===== src/rtl/alu_pkg.sv =====
// Shared types and constants for the ALU sequence driver.
package alu_pkg;

    localparam int DATA_W   = 8;
    localparam int OP_W     = 3;
    localparam int SEL_W    = 7;
    localparam int ALU_ST_W = 2;

    // Driver FSM states, 3-bit encoding.
    typedef enum logic [2:0] {
        ST_IDLE  = 3'd0,
        ST_LOAD  = 3'd1,
        ST_WAIT  = 3'd2,
        ST_RESP  = 3'd3,
        ST_CLEAR = 3'd4
    } state_t;

    // ALU input-register control codes.
    typedef enum logic [2:0] {
        IN_SEL_NONE    = 3'b000,
        IN_SEL_RESET   = 3'b001,
        IN_SEL_LOAD    = 3'b010,
        IN_SEL_PERSIST = 3'b100
    } in_sel_t;

    // ALU state code meaning "result valid".
    localparam logic [ALU_ST_W-1:0] ALU_RESULT_STATE = 2'b11;

    // Operation index that has no ALU function.
    localparam logic [OP_W-1:0] OP_ILLEGAL = 3'd7;

endpackage


===== src/rtl/alu_op_decode.sv =====
// Operation index to one-hot ALU select: op n sets bit (6-n); op 7 gives 0.
module alu_op_decode
    import alu_pkg::*;
(
    input  logic [OP_W-1:0]  op,
    output logic [SEL_W-1:0] onehot
);

    localparam logic [SEL_W-1:0] SEL_TOP = {1'b1, {(SEL_W-1){1'b0}}};

    // Shift the top bit down by the op index; the illegal op selects nothing.
    always_comb begin
        // NOTE: assigning a default before any condition keeps every path driven, so no latch is inferred.
        onehot = '0;
        if (op != OP_ILLEGAL) begin
            onehot = SEL_TOP >> op;
        end
    end

endmodule


===== src/rtl/alu_seq_driver.sv =====
// Drives one command at a time through an external ALU and returns its result,
// with an error response for the illegal op or when the ALU never reports a result.
module alu_seq_driver
    import alu_pkg::*;
#(
    parameter int                  TIMEOUT      = 15,
    parameter logic [ALU_ST_W-1:0] RESULT_STATE = ALU_RESULT_STATE
) (
    input  logic                clk,
    input  logic                rst,
    input  logic                cmd_valid,
    output logic                cmd_ready,
    input  logic [DATA_W-1:0]   cmd_a,
    input  logic [DATA_W-1:0]   cmd_b,
    input  logic [OP_W-1:0]     cmd_op,
    output logic                alu_on,
    output logic [2:0]          alu_in_sel,
    output logic [DATA_W-1:0]   alu_num1,
    output logic [DATA_W-1:0]   alu_num2,
    output logic [SEL_W-1:0]    alu_out_sel,
    input  logic [DATA_W-1:0]   alu_out,
    input  logic [ALU_ST_W-1:0] alu_state,
    output logic                rsp_valid,
    input  logic                rsp_ready,
    output logic [DATA_W-1:0]   rsp_data,
    output logic                rsp_err,
    output logic                busy
);

    // Counter only has to reach TIMEOUT-1.
    localparam int CNT_W = (TIMEOUT < 2) ? 1 : $clog2(TIMEOUT);

    state_t              state;
    state_t              state_nxt;
    logic [DATA_W-1:0]   a_q;
    logic [DATA_W-1:0]   b_q;
    logic [OP_W-1:0]     op_q;
    logic [CNT_W-1:0]    wait_cnt;
    logic [DATA_W-1:0]   data_q;
    logic                err_q;
    logic                illegal_q;   // current transaction never touched the ALU
    logic [SEL_W-1:0]    op_onehot;
    logic                cmd_hs;
    logic                result_hit;
    logic                timeout_hit;

    alu_op_decode u_op_decode (
        .op     (op_q),
        .onehot (op_onehot)
    );

    assign cmd_hs      = (state == ST_IDLE) && cmd_valid;
    assign result_hit  = (state == ST_WAIT) && (alu_state == RESULT_STATE);
    // Result is checked first wherever both are used, so a result on the last cycle wins.
    assign timeout_hit = (state == ST_WAIT) && (wait_cnt == CNT_W'(TIMEOUT - 1));

    assign rsp_data = data_q;
    assign rsp_err  = err_q;

    // State register; reset drops any in-flight command.
    always_ff @(posedge clk or negedge rst) begin
        if (!rst) begin
            state <= ST_IDLE;
        end else begin
            // NOTE: sequential state uses non-blocking assignments so every flop samples pre-edge values.
            state <= state_nxt;
        end
    end

    // Command latch, wait counter and response capture.
    always_ff @(posedge clk or negedge rst) begin
        if (!rst) begin
            // NOTE: operand and response registers are reset too, because they drive outputs that must read 0 out of reset.
            a_q       <= '0;
            b_q       <= '0;
            op_q      <= '0;
            wait_cnt  <= '0;
            data_q    <= '0;
            err_q     <= 1'b0;
            illegal_q <= 1'b0;
        end else begin
            if (cmd_hs) begin
                illegal_q <= (cmd_op == OP_ILLEGAL);
                if (cmd_op == OP_ILLEGAL) begin
                    data_q <= '0;
                    err_q  <= 1'b1;
                end else begin
                    a_q  <= cmd_a;
                    b_q  <= cmd_b;
                    op_q <= cmd_op;
                end
            end
            if (state == ST_LOAD) begin
                wait_cnt <= '0;
            end else if (result_hit) begin
                data_q <= alu_out;
                err_q  <= 1'b0;
            end else if (timeout_hit) begin
                data_q <= '0;
                err_q  <= 1'b1;
            end else if (state == ST_WAIT) begin
                wait_cnt <= wait_cnt + CNT_W'(1);
            end
        end
    end

    // Next state and state-decoded outputs; nothing here passes cmd_* straight to alu_*.
    always_comb begin
        state_nxt   = state;
        cmd_ready   = 1'b0;
        busy        = 1'b1;
        rsp_valid   = 1'b0;
        alu_on      = 1'b0;
        alu_in_sel  = IN_SEL_NONE;
        alu_num1    = '0;
        alu_num2    = '0;
        alu_out_sel = '0;
        unique case (state)
            ST_IDLE: begin
                cmd_ready = 1'b1;
                busy      = 1'b0;
                if (cmd_valid) begin
                    state_nxt = (cmd_op == OP_ILLEGAL) ? ST_RESP : ST_LOAD;
                end
            end
            ST_LOAD: begin
                alu_on      = 1'b1;
                alu_in_sel  = IN_SEL_LOAD;
                alu_num1    = a_q;
                alu_num2    = b_q;
                alu_out_sel = op_onehot;
                state_nxt   = ST_WAIT;
            end
            ST_WAIT: begin
                alu_on      = 1'b1;
                alu_in_sel  = IN_SEL_PERSIST;
                alu_num1    = a_q;
                alu_num2    = b_q;
                alu_out_sel = op_onehot;
                if (result_hit || timeout_hit) begin
                    state_nxt = ST_RESP;
                end
            end
            ST_RESP: begin
                rsp_valid = 1'b1;
                if (!illegal_q) begin
                    alu_on      = 1'b1;
                    alu_in_sel  = IN_SEL_PERSIST;
                    alu_num1    = a_q;
                    alu_num2    = b_q;
                    alu_out_sel = op_onehot;
                end
                if (rsp_ready) begin
                    state_nxt = illegal_q ? ST_IDLE : ST_CLEAR;
                end
            end
            ST_CLEAR: begin
                alu_on     = 1'b1;
                alu_in_sel = IN_SEL_RESET;
                state_nxt  = ST_IDLE;
            end
            default: begin
                state_nxt = ST_IDLE;
            end
        endcase
    end

endmodule


===== config.mk =====
export PLATFORM = sky130hd
export DESIGN_NAME = alu_seq_driver
export DESIGN_NICKNAME = d
export VERILOG_FILES = /design/src/rtl/alu_pkg.sv /design/src/rtl/alu_op_decode.sv /design/src/rtl/alu_seq_driver.sv
export SDC_FILE = /design/constraint.sdc
export NUM_CORES = 1
export LEC_CHECK = 0
export ABC_CLOCK_PERIOD_IN_PS = 3300
export CORE_MARGIN = 2
export CORE_UTILIZATION = 45
export CTS_CLUSTER_DIAMETER = 30
export CTS_CLUSTER_SIZE = 28
export DETAILED_ROUTE_END_ITERATION = 10
export PLACE_DENSITY = 0.83
export SYNTH_ARGS = -nofsm -noshare
export SYNTH_HDL_FRONTEND = slang
export SYNTH_SLANG_ARGS = --single-unit

===== constraint.sdc =====
create_clock -name clk -period 3.3 [get_ports clk]
set_input_delay 0.495 -clock clk [delete_from_list [all_inputs] [get_ports clk]]
set_output_delay 0.495 -clock clk [all_outputs]
set_load 0.02 [all_outputs]

==> run metrics, run 1 <==
hold wc startpoint=a_q[1]; hold path cells=1; Die Y=67.0 um; Fin Clk Skew=0.0124 ns; initial core utilization=47.7%; Clock Sink Count=36; largest net degree at the start of global routing=22; Final Setup Violations=0; IO buf count=71; status=completed; Root Driver=clkbuf_8; first-pass GRT wire length=6780 um; Via density=5.15; first-pass detailed-route iteration total=4; maximum clock rate=0.341 GHz; antenna diode count=0; core area=3740 um2; largest family of logic cells by synthesized area=simple AND/OR/NAND/NOR gates; Synth Cell Area=1780 um2; Vias=1,472; overall power=2.64 mW; Tightest Pin Transition=0.700 ns; Max H-tree Level=2; Synth Instances=163; clock-pin slew on the worst setup and hold paths=0.08 ns; Placer Congestion=0.752; R2R setup slack=1.44 ns; die width=67.0 um; layout cells sized above 1=7.56%; crit share post-route=89.0%; most frequent cells in the layout=clkdlybuf4s50_1 (71), dfrtp_1 (36), nand2_1 (24); Synth Area in XOR/XNOR=0.491%; unrepaired setup endpoints after global routing=false; final setup margin=0.365 ns; fillcell total=313; DRT antenna net count=0; commonest non-fill, non-tap cell in the layout=clkdlybuf4s50_1; Skew-Pair Late Insertion Delay=0.30 ns; final setup TNS=0 ns; Compound-Gate Fraction of Synth Area=10.7%; post-synth top area cell=dfrtp_1; area share of the largest cell type after synthesis=50.5%; Worst R2R Start=state[2]; fraction of synthesized area in multiplexers=10.7%; Final min period=2.94 ns; io pins=72; LEAKAGE=1.09 nW; initial antenna violation count=0; adder-cell share of the synthesized area=1.40%; Hold Fails Final Rpt=0; Setup Buffers After CTS=0; Hold Buf Count CTS=0; Netlist cell types=39; yosys warns=0; Synth area leaders=dfrtp_1 (50%), mux2_1 (11%), and2_1 (7.0%), nand2_1 (5.0%), o21ai_1 (2.5%); synthesis-to-finish area growth=46.8%; count of cells resized by post-cts repair=0; r2r worst-path depth=4; async set or reset register ratio after synthesis=100%; syn avg cell area=10.9 um2; vias in the first global route=1,463; peak supply drop=0.584 mV; worst min path class=reg2reg; initial drt markers=60; Hold Path End=a_q[1]; DR WL/cell=14.4 um; Routed Wire Length=4130 um; Primary FF master, synth=dfrtp_1; CTS tree=built; Pwr Density=1010 nW/um2; headroom to the max-slew limit=53.2%; Max Slew Vio Count=0; worst path required time=2.80 ns; die area=4480 um2; Num CTS Buffers=5; Worst R2R End=b_q[4]; half-perimeter wire length after placement=3140 um; Synth Area in Simple Gates=22.5%; clock buffer depth=2; Data arrival, critical path=2.44 ns; register area share after synthesis=50.5%; Total GRT Usage=20.9%; multi-input logic area=817 um2; grt ovf=0; Worst Setup End Kind=output port; startpoint types=register; Syn Nets=198; Rows=22; CP Class=reg2out; Residual DRC=0; Max-Cap Viols=0; DP Worst Slack=0.700 ns; Yosys reg bits=36; Post-synth EDFFs=0; Final nets=272; CP Max Fanout=9; register area=901 um2
## worst max-delay path, stage by stage, from the launching register on
cell and delay [ns]:
dfrtp_1 0.52, and2_1 0.27, a211oi_4 0.33, nand2_1 0.15
nor3b_1 0.23, clkdlybuf4s50_1 0.64
## power breakdown
part           total [mW]  switching [mW]  internal (mW)
clock               0.329           0.160          0.170
combinational        1.47           0.720          0.755
sequential          0.835           0.185          0.650
## state kept, by name, summed over array words and instances (netlist names)
register	cells
a_q	8
b_q	8
rsp_data	8
wait_cnt	4
op_q	3
state	3
illegal_q	1
rsp_err	1
## how the worst max path moves through the flow
stage / from / end / slack, ns
finish: state[0] / alu_out_sel[1] / 0.36
global route: state[0] / alu_out_sel[0] / 0.21
CTS: state[0] / alu_out_sel[1] / 0.35
detailed placement: state[0] / alu_out_sel[1] / 0.70
global placement: state[0] / alu_out_sel[0] / 0.77
floorplan: state[0] / alu_out_sel[4] / 1.00
## cell families (layout without fill, tap and decap cells)
group                    Yosys count  in the layout
AO/OA/AOI/OAI                     26             26
XOR/XNOR                           1              1
adder cells (fa/ha/maj)            2              2
buffers and inverters             11             86
flip-flops                        36             36
multiplexers                      17             17
AND/OR/NAND/NOR                   70             70
## stage by stage
step	hold WS [ns]	instance area, um2	instances	util [%]
after floorplan	0.199	1780	163	-
after global placement	0.462	2530	278	67.5
after detailed placement	0.471	2530	278	67.5
after CTS	0.486	2620	286	70.0
after global routing	0.503	2620	286	70.0
final	0.482	2620	286	70.0
## cells in the mapped netlist, drive strengths merged (2+ instances only)
| library cell | n |
|---|---|
| dfrtp | 36 |
| nand2 | 24 |
| and2 | 20 |
| mux2 | 17 |
| o21ai | 12 |
| buf | 6 |
| nor3b | 5 |
| inv | 4 |
| nor2 | 4 |
| a21oi | 3 |
| and3 | 3 |
| nor3 | 3 |
| o22a | 3 |
| ha | 2 |
| nand3 | 2 |
| nand4 | 2 |
| nor4b | 2 |
## routing by layer
layer,track usage [%],part of all wire (%)
met1,24.6,43
met2,34.6,51
met4,12.5,2.5
met5,0,0
met3,4.56,3.9
## cell type report
class | instances | area share, %
Clock inverter | 1 | 0.287
Multi-Input combinational cell | 116 | 31.2
Timing Repair Buffer | 74 | 28.0
Inverter | 4 | 0.573
Clock buffer | 7 | 3.30
Tap cell | 48 | 2.29
Sequential cell | 36 | 34.4
(Power assumes the default switching activity.)
==> run 2: changes to the inputs <==
--- a/config.mk
+++ b/config.mk
@@ -11,7 +11,8 @@
 export CTS_CLUSTER_DIAMETER = 30
 export CTS_CLUSTER_SIZE = 28
 export DETAILED_ROUTE_END_ITERATION = 10
-export PLACE_DENSITY = 0.83
+export HOLD_SLACK_MARGIN = 0.15
+export PLACE_DENSITY_LB_ADDON = 0.15
 export SYNTH_ARGS = -nofsm -noshare
 export SYNTH_HDL_FRONTEND = slang
 export SYNTH_SLANG_ARGS = --single-unit
==> run 2 against run 1 <==
Against the previous run:
- cell count decreased by 0.35%
- hold slack got worse by 0.20 ns
- first-iteration DRC count increased by 12%
- combinational power about the same
- sequential power about the same
- clock power decreased by 4%
- power increased by 0.12%
- critical path depth increased by 1
- fmax decreased by 1.2%
- global-route usage increased by 0.42 points
- sequential cell count unchanged
- clock skew decreased by 0.011 ns
==> run metrics, run 2 (same netlist as run 1, synthesis figures left out) <==
Final nets=271 (was 272); Max-Cap Viols=0 (unchanged); CP Max Fanout=18 (was 9); Data arrival, critical path=2.48 ns (was 2.44 ns); max incr delay on CP=0.63 ns (was 0.64 ns); maximum clock rate=0.337 GHz (was 0.341 GHz); clock-pin slew on the worst setup and hold paths=0.07 ns (was 0.08 ns); Root Driver=clkbuf_8 (unchanged); Tightest Pin Transition=0.770 ns (was 0.700 ns); die width=67.0 um (unchanged); Pwr Density=1010 nW/um2 (about the same); crit path cell chain=and2_1 -> a211oi_4 -> buf_4 -> nand2_1 -> nor3b_1 -> clkdlybuf4s50_1 (was and2_1 -> a211oi_4 -> nand2_1 -> nor3b_1 -> clkdlybuf4s50_1); core area=3740 um2 (unchanged); Hold Fails Final Rpt=0 (unchanged); Skew-Pair Late Insertion Delay=0.28 ns (was 0.30 ns); vias in the first global route=1,543 (was 1,463); CP max-delay cell=clkdlybuf4s50_1 (unchanged); Residual DRC=0 (unchanged); peak supply drop=0.632 mV (was 0.584 mV); largest net degree at the start of global routing=37 (was 22); DP Worst Slack=0.649 ns (was 0.700 ns); Rows=22 (unchanged); Worst Setup End Kind=output port (unchanged); Crit path buffers/inverters=2 (was 1); Placer Congestion=0.842 (was 0.752); count of cells resized by post-cts repair=0 (unchanged); synthesis-to-finish area growth=45.9% (was 46.8%); grt ovf=0 (unchanged); r2r worst-path depth=4 (unchanged); Fin Clk Skew=0.00174 ns (was 0.0124 ns); placed cells=277 (was 278); Total GRT Usage=21.3% (was 20.9%); Max H-tree Level=2 (unchanged); Clock Sink Count=36 (unchanged); crit share post-route=90.0% (was 89.0%); startpoint types=register (unchanged); initial antenna violation count=0 (unchanged); antenna diode count=0 (unchanged); IO buf count=71 (unchanged); final setup margin=0.330 ns (was 0.365 ns); unrepaired setup endpoints after global routing=false (unchanged); Routed Wire Length=4140 um (was 4130 um); half-perimeter wire length after placement=3090 um (was 3140 um); initial drt markers=67 (was 60); CTS tree=built (unchanged); first-pass GRT wire length=6980 um (was 6780 um); Num CTS Buffers=5 (unchanged); Hold Buf Count CTS=0 (unchanged); Worst R2R Start=state[2] (unchanged); DR WL/cell=14.5 um (was 14.4 um); worst path required time=2.80 ns (about the same); Setup Buffers After CTS=0 (unchanged); status=completed (unchanged); Die Y=67.0 um (unchanged); LEAKAGE=1.08 nW (was 1.09 nW); CP Class=reg2out (unchanged); Final min period=2.97 ns (was 2.94 ns); die area=4480 um2 (unchanged); Vias=1,477 (was 1,472); CP delay by family, top=buffers and inverters (was simple AND/OR/NAND/NOR gates); Finished Layout Cells=285 (was 286); headroom to the max-slew limit=48.7% (was 53.2%); first-pass detailed-route iteration total=4 (unchanged); Via density=5.18 (was 5.15); initial core utilization=47.7% (unchanged); io pins=72 (unchanged); DRT antenna net count=0 (unchanged); Final Setup Violations=0 (unchanged); worst min path class=in2async (was reg2reg); Worst R2R End=b_q[4] (unchanged); layout cells sized above 1=7.17% (was 7.56%); commonest non-fill, non-tap cell in the layout=clkdlybuf4s50_1 (unchanged); fillcell total=302 (was 313); R2R setup slack=1.52 ns (was 1.44 ns); final setup TNS=0 ns (unchanged); Max Slew Vio Count=0 (unchanged); most frequent cells in the layout=clkdlybuf4s50_1 (70), dfrtp_1 (36), nand2_1 (24) (was clkdlybuf4s50_1 (71), dfrtp_1 (36), nand2_1 (24)); clock buffer depth=2 (unchanged)
## run 2: cell count changes in the layout (fill, tap and decap cells not counted), sizes merged
| cell | previous run | this run |
|---|---|---|
| clkbuf | 7 | 8 |
| clkdlybuf4s50 | 71 | 70 |
| clkinvlp | 1 | 0 |
## run 2: worst max-delay path by stage
stage	startpoint	endpoint	slack, ns	depth (start not counted)
6_report	state[0]	alu_out_sel[0]	0.33	6
5_1_grt	state[0]	alu_out_sel[0]	0.07	6
3_3_place_gp	state[0]	alu_out_sel[0]	0.70	6
4_1_cts	state[0]	alu_out_sel[0]	0.32	6
3_5_place_dp	state[0]	alu_out_sel[0]	0.65	6
2_1_floorplan	state[0]	alu_out_sel[4]	1.00	4
## run 2: power by group
group          total, mW  switching (mW)  internal (mW)
combinational       1.49           0.738          0.755
sequential         0.833           0.183          0.650
clock              0.316           0.145          0.170
total               2.64            1.07           1.58
## run 2: area by class of cell
cell class,instances,area (um2),area share [%]
well taps,48,60.1,2.31
multi-input cells,116,817,31.4
repair buffers,73,721,27.7
flip-flops and latches,36,901,34.6
inverters,4,15.0,0.577
clock buffers,8,90.1,3.46
## run 2: through the flow
| stage | instance area, um2 | hold WS, ns | power [mW] | util, % |
|---|---|---|---|---|
| 2_1_floorplan | 1780 | 0.199 | 1.68 | - |
| 3_3_place_gp | 2510 | 0.459 | 2.27 | 67.1 |
| 3_5_place_dp | 2510 | 0.467 | 2.34 | 67.1 |
| 4_1_cts | 2600 | 0.309 | 2.66 | 69.6 |
| 5_1_grt | 2600 | 0.344 | 2.83 | 69.6 |
| 6_report | 2600 | 0.281 | 2.64 | 69.6 |
## run 2: routing by layer
metal  wire, um  up-vias  share of wire [%]  global-route usage [%]
met1       1800      710                 43                    25.5
li1           -      707                  -                       -
met4         59        0                1.4                    7.65
met3        241        7                5.8                    6.08
met2       2040       53                 49                    36.3
met5          0        -                  0                       0
